--- src/rtl/do_funct_cfg_sequencer_if.sv ---
// Config/status bundle between register decode and one DO channel sequencer.
// master: drives cfg_* ; slave: drives which_*, level, busy, done, cfg_err.
interface do_funct_cfg_sequencer_if;
   logic       cfg_wr;
   logic [3:0] cfg_function;
   logic [1:0] cfg_mode;
   logic       cfg_level;
   logic [3:0] which_function;
   logic [1:0] which_mode;
   logic       level;
   logic       busy;
   logic       done;
   logic       cfg_err;

   modport master (
      output cfg_wr, cfg_function, cfg_mode, cfg_level,
      input  which_function, which_mode, level, busy, done, cfg_err
   );

   modport slave (
      input  cfg_wr, cfg_function, cfg_mode, cfg_level,
      output which_function, which_mode, level, busy, done, cfg_err
   );
endinterface

--- src/rtl/do_funct_cfg_sequencer.sv ---
// Break-before-make function/mode sequencer for one digital-out channel.
// Ports: xclk, reset (sync, active-high), cfg (slave: write in, mux out).
// Optional macro DO_SEQ_PENDING_EN: one-deep pending slot for busy writes.
module do_funct_cfg_sequencer #(
   parameter int unsigned DEAD_CYCLES   = 16,
   parameter int unsigned SETTLE_CYCLES = 4,
   parameter logic [3:0]  MAX_FUNCT     = 4'hA
) (
   input logic                   xclk,
   input logic                   reset,
   do_funct_cfg_sequencer_if.slave cfg
);

   // Zero counts behave as one cycle.
   localparam logic [7:0] DEAD_LD =
      (DEAD_CYCLES == 0) ? 8'd0 : 8'(DEAD_CYCLES - 1);
   localparam logic [7:0] SETTLE_LD =
      (SETTLE_CYCLES == 0) ? 8'd0 : 8'(SETTLE_CYCLES - 1);

   typedef enum logic [2:0] {
      IDLE, DISABLE, DEAD, SWITCH, SETTLE, ENABLE
   } state_t;

   state_t     state, state_n;
   logic [7:0] cnt, cnt_n;
   logic [3:0] func_q, func_n;
   logic [1:0] mode_q, mode_n;
   logic       lvl_q, lvl_n;
   logic       done_q, done_n;
   logic       err_q, err_n;
   logic [3:0] sh_f, sh_f_n;
   logic [1:0] sh_m, sh_m_n;
   logic       sh_l, sh_l_n;

   logic       wr_ok;
   logic       t_v;
   logic [3:0] t_f;
   logic [1:0] t_m;
   logic       t_l;

`ifdef DO_SEQ_PENDING_EN
   logic       pd_v, pd_v_n;
   logic [3:0] pd_f, pd_f_n;
   logic [1:0] pd_m, pd_m_n;
   logic       pd_l, pd_l_n;
`endif

   assign wr_ok = cfg.cfg_wr && (cfg.cfg_function <= MAX_FUNCT);

   always_ff @(posedge xclk) begin
      if (reset) begin
         state  <= IDLE;
         cnt    <= 8'd0;
         func_q <= 4'd0;
         mode_q <= 2'b11;
         lvl_q  <= 1'b0;
         done_q <= 1'b0;
         err_q  <= 1'b0;
         sh_f   <= 4'd0;
         sh_m   <= 2'b11;
         sh_l   <= 1'b0;
`ifdef DO_SEQ_PENDING_EN
         pd_v   <= 1'b0;
         pd_f   <= 4'd0;
         pd_m   <= 2'b11;
         pd_l   <= 1'b0;
`endif
      end else begin
         state  <= state_n;
         cnt    <= cnt_n;
         func_q <= func_n;
         mode_q <= mode_n;
         lvl_q  <= lvl_n;
         done_q <= done_n;
         err_q  <= err_n;
         sh_f   <= sh_f_n;
         sh_m   <= sh_m_n;
         sh_l   <= sh_l_n;
`ifdef DO_SEQ_PENDING_EN
         pd_v   <= pd_v_n;
         pd_f   <= pd_f_n;
         pd_m   <= pd_m_n;
         pd_l   <= pd_l_n;
`endif
      end
   end

   always_comb begin
      state_n = state;
      cnt_n   = cnt;
      func_n  = func_q;
      mode_n  = mode_q;
      lvl_n   = lvl_q;
      done_n  = 1'b0;
      err_n   = cfg.cfg_wr && !wr_ok;
      sh_f_n  = sh_f;
      sh_m_n  = sh_m;
      sh_l_n  = sh_l;
      t_v     = wr_ok;
      t_f     = cfg.cfg_function;
      t_m     = cfg.cfg_mode;
      t_l     = cfg.cfg_level;
`ifdef DO_SEQ_PENDING_EN
      pd_v_n  = pd_v;
      pd_f_n  = pd_f;
      pd_m_n  = pd_m;
      pd_l_n  = pd_l;
      // A parked write is served before a fresh one; the fresh
      // one is parked instead (or overwrites the slot while busy).
      if (state == IDLE && pd_v) begin
         t_v    = 1'b1;
         t_f    = pd_f;
         t_m    = pd_m;
         t_l    = pd_l;
         pd_v_n = 1'b0;
      end
      if (wr_ok && (state != IDLE || pd_v)) begin
         pd_v_n = 1'b1;
         pd_f_n = cfg.cfg_function;
         pd_m_n = cfg.cfg_mode;
         pd_l_n = cfg.cfg_level;
      end
`else
      if (state != IDLE && cfg.cfg_wr) err_n = 1'b1;
`endif

      unique case (state)
         IDLE: begin
            if (t_v) begin
               if (t_f == func_q && t_m == mode_q) begin
                  lvl_n  = t_l;
                  done_n = 1'b1;
               end else begin
                  sh_f_n  = t_f;
                  sh_m_n  = t_m;
                  sh_l_n  = t_l;
                  state_n = DISABLE;
               end
            end
         end
         DISABLE: begin
            mode_n  = 2'b11;
            cnt_n   = DEAD_LD;
            state_n = DEAD;
         end
         DEAD: begin
            if (cnt == 8'd0) state_n = SWITCH;
            else cnt_n = cnt - 8'd1;
         end
         SWITCH: begin
            func_n  = sh_f;
            lvl_n   = sh_l;
            cnt_n   = SETTLE_LD;
            state_n = SETTLE;
         end
         SETTLE: begin
            if (cnt == 8'd0) state_n = ENABLE;
            else cnt_n = cnt - 8'd1;
         end
         ENABLE: begin
            mode_n  = sh_m;
            done_n  = 1'b1;
            state_n = IDLE;
         end
         default: state_n = IDLE;
      endcase
   end

   assign cfg.which_function = func_q;
   assign cfg.which_mode     = mode_q;
   assign cfg.level          = lvl_q;
   assign cfg.busy           = (state != IDLE);
   assign cfg.done           = done_q;
   assign cfg.cfg_err        = err_q;

endmodule

--- src/flat_wrapper.sv ---
// flat-port wrapper written by rule: the top's interface ports become plain ports
module do_funct_cfg_sequencer_flat 
#(
   parameter int unsigned DEAD_CYCLES   = 16,
   parameter int unsigned SETTLE_CYCLES = 4,
   parameter logic [3:0]  MAX_FUNCT     = 4'hA
)
  (xclk, reset, cfg_cfg_wr, cfg_cfg_function, cfg_cfg_mode, cfg_cfg_level, cfg_which_function, cfg_which_mode, cfg_level, cfg_busy, cfg_done, cfg_cfg_err);
  do_funct_cfg_sequencer_if cfg_i ();
  input logic xclk;
  input logic reset;
  input wire logic [$bits(cfg_i.cfg_wr)-1:0] cfg_cfg_wr;
  input wire logic [$bits(cfg_i.cfg_function)-1:0] cfg_cfg_function;
  input wire logic [$bits(cfg_i.cfg_mode)-1:0] cfg_cfg_mode;
  input wire logic [$bits(cfg_i.cfg_level)-1:0] cfg_cfg_level;
  output wire logic [$bits(cfg_i.which_function)-1:0] cfg_which_function;
  output wire logic [$bits(cfg_i.which_mode)-1:0] cfg_which_mode;
  output wire logic [$bits(cfg_i.level)-1:0] cfg_level;
  output wire logic [$bits(cfg_i.busy)-1:0] cfg_busy;
  output wire logic [$bits(cfg_i.done)-1:0] cfg_done;
  output wire logic [$bits(cfg_i.cfg_err)-1:0] cfg_cfg_err;
  assign cfg_i.cfg_wr = cfg_cfg_wr;
  assign cfg_i.cfg_function = cfg_cfg_function;
  assign cfg_i.cfg_mode = cfg_cfg_mode;
  assign cfg_i.cfg_level = cfg_cfg_level;
  assign cfg_which_function = cfg_i.which_function;
  assign cfg_which_mode = cfg_i.which_mode;
  assign cfg_level = cfg_i.level;
  assign cfg_busy = cfg_i.busy;
  assign cfg_done = cfg_i.done;
  assign cfg_cfg_err = cfg_i.cfg_err;
  do_funct_cfg_sequencer #(.DEAD_CYCLES(DEAD_CYCLES), .SETTLE_CYCLES(SETTLE_CYCLES), .MAX_FUNCT(MAX_FUNCT)) u_core (.xclk(xclk), .reset(reset), .cfg(cfg_i));
endmodule
--- config.mk ---
export PLATFORM = sky130hd
export DESIGN_NAME = do_funct_cfg_sequencer_flat
export DESIGN_NICKNAME = d
export VERILOG_FILES = /design/src/rtl/do_funct_cfg_sequencer_if.sv /design/src/rtl/do_funct_cfg_sequencer.sv /design/src/flat_wrapper.sv
export SDC_FILE = /design/constraint.sdc
export NUM_CORES = 1
export LEC_CHECK = 0
export CAP_MARGIN = 10
export CORE_MARGIN = 2
export CORE_UTILIZATION = 53
export DETAILED_ROUTE_END_ITERATION = 7
export PLACE_DENSITY = 0.78
export REMOVE_ABC_BUFFERS = 1
export SYNTH_ARGS = -nofsm -noshare
export SYNTH_HDL_FRONTEND = slang
export SYNTH_SLANG_ARGS = --single-unit
--- constraint.sdc ---
create_clock -name xclk -period 2.5 [get_ports xclk]
set_input_delay 0.375 -clock xclk [delete_from_list [all_inputs] [get_ports xclk]]
set_output_delay 0.375 -clock xclk [all_outputs]
set_load 0.05 [all_outputs]
# After elaboration in Yosys (flattened, before gate mapping)
# Index checks and enable logic that the tools add are counted.
[classes] bitwise=1 order_cmp=1 reduce_logical=16 add_sub_neg=1 n_mux=15 eq_ne=13
[ops] cell="case mux 8 bit (3 select lines)" count=1
[ops] cell="case mux 3 bit (5 select lines)" count=1
[ops] cell="two-way mux 3 bit" count=4
[ops] cell="zero test 8 bit" count=1
[ops] cell="two-way mux 8 bit" count=1
[ops] cell="!= test 2 x 1 -> 1 bit, second input constant" count=4
[ops] cell="subtractor 8 x 1 -> 8 bit, second input constant" count=1
[ops] cell="== test 3 x 2 -> 1 bit, second input constant" count=2
[ops] cell="== test 3 bit, second input constant" count=2
[ops] cell="AND reduction 3 bit" count=2
[ops] cell="nonzero test 3 bit" count=2
[ops] cell="two-way mux 1 bit" count=5
[ops] cell="== test 4 bit" count=1
[ops] cell="<= comparator 4 bit, second input constant" count=1
[ops] cell="logical AND 1 bit" count=4
[ops] cell="!= test 2 bit, second input constant" count=2
[ops] cell="case mux 1 bit (2 select lines)" count=2
[ops] cell="case mux 2 bit (2 select lines)" count=1
[ops] cell="AND reduction 4 bit" count=1
[ops] cell="nonzero test 2 bit" count=2
[ops] cell="== test 3 x 1 -> 1 bit, second input constant" count=1
[ops] cell="zero test 3 bit" count=1
[ops] cell="== test 2 bit" count=1
[ops] cell="AND reduction 2 bit" count=1
[ops] cell="3 further kinds" count=3
[word_totals] in_bits=10 output_inout_bits=10 register_bits=27 elab_cells=57

# Logic depth before layout (Yosys ltp)
[depth] word_depth=5 depth_mapped=6 ltp_nobuf=6

# Worst setup path before layout
# No wires, ideal clock.
[synth_timing] path_kind="reg2reg" startpoint="register u_core.state[0]" endpoint="register u_core.sh_f[0]" path_stages_with_launch=6 synth_period_minus_slack_ns=1.899 slack_ns=0.601 arrival_time_ns=1.827 path_cell_list="dfxtp_1 or3_1 a211oi_1 a21boi_1 buf_4 mux2i_1"
[synth_via] elab_chain_cells=2
[synth_rtl] item="start, declared" line="do_funct_cfg_sequencer.sv:24" source="state_t state, state_n;"
[synth_rtl] item="start signal, assigned" line="do_funct_cfg_sequencer.sv:69" source="state <= state_n;"
[synth_rtl] item="zero test 3 bit" line="do_funct_cfg_sequencer.sv:127" source="unique case (state)"
[synth_rtl] item="AND reduction 3 bit (no line)"
[synth_rtl] item="end signal, assigned" line="do_funct_cfg_sequencer.sv:76" source="sh_f <= sh_f_n;"
[synth_rtl] item="end, declared" line="do_funct_cfg_sequencer.sv:31" source="logic [3:0] sh_f, sh_f_n;"
# Every way passes these cells.
# A chain may end at the register's enable or synchronous reset.

# Worst setup path in the final report
[layout_timing] startpoint="register u_core.state[2]" endpoint="output cfg_busy"
[layout_via] elab_chain_cells=1
[layout_rtl] item="nonzero test 3 bit" line="do_funct_cfg_sequencer.sv:172" source="assign cfg.busy = (state != IDLE);"
[layout_rtl] item="end, declared" line="flat_wrapper.sv:19" source="output wire logic [$bits(cfg_i.busy)-1:0] cfg_busy;"
# Every way passes these cells.

==> metrics <==
Synth Cell Area=0.00143 mm^2; Peak supply drop=0.522 mV; ys async rst share=0; Worst Max-Slew Pin Slew=between 0.4 and 0.5 ns; layout cells sized above 1=0.0761; Inst Count DP=210; clock slew at reported path FFs=0.15 ns; Ys Warns=0; initial antenna violation count=0; worst r2r path cells=6; Switch Pwr=442 uW; Pre-Repair DR Iteration Count=4; Final Hold Viols=0; main flop type after synthesis=dfxtp_1; Non-Filler Instances=214; Comb pwr share=0.384; drt drc=0; H-tree levels=1; R2R Path Start=u_core.cnt[0]; crit-path leading delay family=buffers and inverters; post-CTS setup buffer count=0; diodes inserted=0; DIE WIDTH=56.0 um; Inserted Clock Buffers=3; core box area=0.00252 mm^2; nature of the critical path endpoint=output pin; Synth Instances=167; Hold Path Class=register to register; GPL Wtd Cong=0.862; starting density of the core=0.568; Total Power=around 1.2 mW; WL final=2960 um; sequential share of the synthesized area=0.377; Final ANT Viol Nets=0; CTS Buffer Depth=2; Clk pwr share=0.160; CTS tree=yes; die area=about 0.0031 mm^2; fin. max-slew vios=0; Area Overhead vs Synth=16.1%; Crit Path Category=register to output pin; Final setup violation count=0; I/O pin count=20; switching portion of total power=0.365; vias per std cell=5.76; Leak=0.610 nW; Clock Latency Late Sink=0.33 ns; estimated wirelength of the detail-placed design=2210 um; largest net degree at the start of global routing=28; PortBufs=19; die height=56.0 um; status=finished clean; Fmax=416 MHz; RSZ-0062 raised after global routing=no; Post-synth EDFFs=0; syn_area_per_cell=8.59 um^2; flops & latches, synth=27; Final Cell Area=0.00166 mm^2; total global routing overflow=0; P_int=768 uW; Flop pwr share=0.456; Max transition margin=0.669; DR iter-0 viols=25; CP bufs+invs=1; nets=197; hold path depth=2; Root Driver=clkbuf_4; Reg area=541 um^2; start point of the worst hold path=u_core.sh_f[0]; CP max stage delay=0.82 ns; Worst path slowest cell=clkdlybuf4s50_1; Fillers=220; cts hold-fix bufs=0; Crit. Startpoint=u_core.state[2]; DP Area=between 0.0015 and 0.002 mm^2; Vias=1,232; Sink Count=27; Fin Hold WS=0.468 ns; final worst path period need=2.41 ns; setup TNS=0 ns; Power Dens Cells=727 mW/mm^2; critical path required time=2.12 ns; post-synth cell types=41; Final Skew=0.00852 ns; crit path launch type=register; FP Rows=18; crit-path cells=or3_1, clkdlybuf4s50_1; Max-cap violations=0; area occupied by multi-input gates=828 um^2; global-route wire length before repair=about 5100 um; vias in the first global route=1,173; Critical Path Fanout Max=15; period utilization=0.962; Critical Path AT=around 2.0 ns; Post-CTS Resized=0; WP depth=2; GRT Util Overall=0.202; Avg WL per Cell=13.8 um
==> Yosys cell counts, types with 2 or more instances <==
master    instances  area (um^2)
nand3_1           2         10.0
a311oi_1          3         26.3
or4_4             2         22.5
nand3b_1          2         15.0
nor4_1            2         12.5
nor2b_1           3         18.8
o32ai_1           2         17.5
a32oi_1           2         17.5
ha_1              2         25.0
nor3_1            4         20.0
a31o_2            2         17.5
a21boi_1          2         15.0
mux2i_1          10          100
a211oi_1          3         22.5
o21ai_0           5         25.0
nand2_1          16         60.1
a31oi_1           2         12.5
or3_1             5         31.3
clkbuf_1          5         18.8
a21oi_1           9         45.0
nor2_1           11         41.3
or3b_2            2         17.5
dfxtp_1          27          541
inv_1             5         18.8
xor2_1            6         52.6
xnor2_1           2         17.5
nand2b_1         17          106
==> power by group through the flow <==
stage / combinational, mW / sequential, mW / clock (mW)
3_3_place_gp: 0.446 / 0.558 / 0
3_5_place_dp: 0.460 / 0.559 / 0
5_1_grt: 0.515 / 0.559 / 0.212
6_report: 0.465 / 0.551 / 0.194
2_1_floorplan: 0.342 / 0.551 / 0
4_1_cts: 0.462 / 0.549 / 0.202
==> final cells by class <==
type / instances / share of cell area
inverter: 5 / 0.0113
multi-input combinational: 126 / 0.498
sequential: 27 / 0.325
timing repair buffer: 22 / 0.128
tap: 30 / 0.0226
clock buffer: 4 / 0.0158
==> path summary, 6_finish.rpt <==
path	to	slack, ns
max	cfg_busy	0.09
min	u_core.cfg.which_function[0]	0.47
max reg2reg	u_core.cnt[3]	0.41
min reg2reg	u_core.cfg.which_function[0]	0.47
==> tightest hold or removal path, stage by stage (launching register included) <==
cell	delay (ns)
dfxtp_1	0.34
nand2_1	0.06
a21oi_1	0.05
==> cells by family after synthesis <==
group                    share of synthesized area
buffers and inverters                       0.0454
XOR/XNOR                                    0.0489
flip-flops                                   0.377
AND/OR/NAND/NOR                              0.271
adder cells (fa/ha/maj)                     0.0174
multiplexers                                0.0698
AO/OA/AOI/OAI                                0.170
==> through the flow <==
step / setup WS [ns] / utilization
3_3_place_gp: 0.436 / 0.649
6_report: 0.0947 / 0.660
3_5_place_dp: 0.332 / 0.649
2_1_floorplan: 0.178 / -
4_1_cts: 0.102 / 0.660
5_1_grt: 0.00432 / 0.660
==> placed cells by master (no fill, tap or decap), drive strengths merged <==
| master | synthesis | final |
|---|---|---|
| o21a | 1 | 1 |
| nor4 | 2 | 2 |
| and3 | 2 | 2 |
| clkbuf | 5 | 4 |
| xnor2 | 2 | 2 |
| nor2 | 11 | 11 |
| a2111o | 1 | 1 |
| or2 | 1 | 1 |
| nor3 | 4 | 4 |
| or3b | 2 | 2 |
| buf | 4 | 3 |
| ha | 2 | 2 |
| inv | 5 | 5 |
| or3 | 5 | 5 |
| a32oi | 2 | 2 |
| nor2b | 3 | 3 |
| nand3 | 2 | 2 |
| a21o | 1 | 1 |
| dfxtp | 27 | 27 |
| o32ai | 2 | 2 |
| nand3b | 2 | 2 |
| a311oi | 3 | 3 |
| a21boi | 2 | 2 |
| nand2b | 17 | 17 |
| nor3b | 1 | 1 |
| nand2 | 16 | 16 |
| or4 | 2 | 2 |
| a31o | 2 | 2 |
| a21oi | 9 | 9 |
| xor2 | 6 | 6 |
| o21ai | 5 | 5 |
| a311o | 1 | 1 |
| mux2i | 10 | 10 |
| and2 | 1 | 1 |
| a211oi | 3 | 3 |
| a31oi | 2 | 2 |
| a2111oi | 1 | 1 |
| clkdlybuf4s50 | 0 | 19 |
==> registers in the layout (all words and copies together) (netlist names) <==
name / count
u_core.cfg.done: 1
u_core.cfg.level: 1
u_core.cnt: 8
u_core.state: 3
u_core.sh_m: 2
u_core.sh_l: 1
u_core.cfg.which_function: 4
u_core.cfg.which_mode: 2
u_core.sh_f: 4
u_core.cfg.cfg_err: 1
==> layer usage <==
metal,part of all wire,GRT usage,up-vias
li1,-,-,624
met1,0.45,0.233,573
met2,0.48,0.361,31
met3,0.044,0.0419,4
met4,0.016,0.0816,0
met5,0,0,-
No activity file was read; power rests on OpenSTA's default activity.
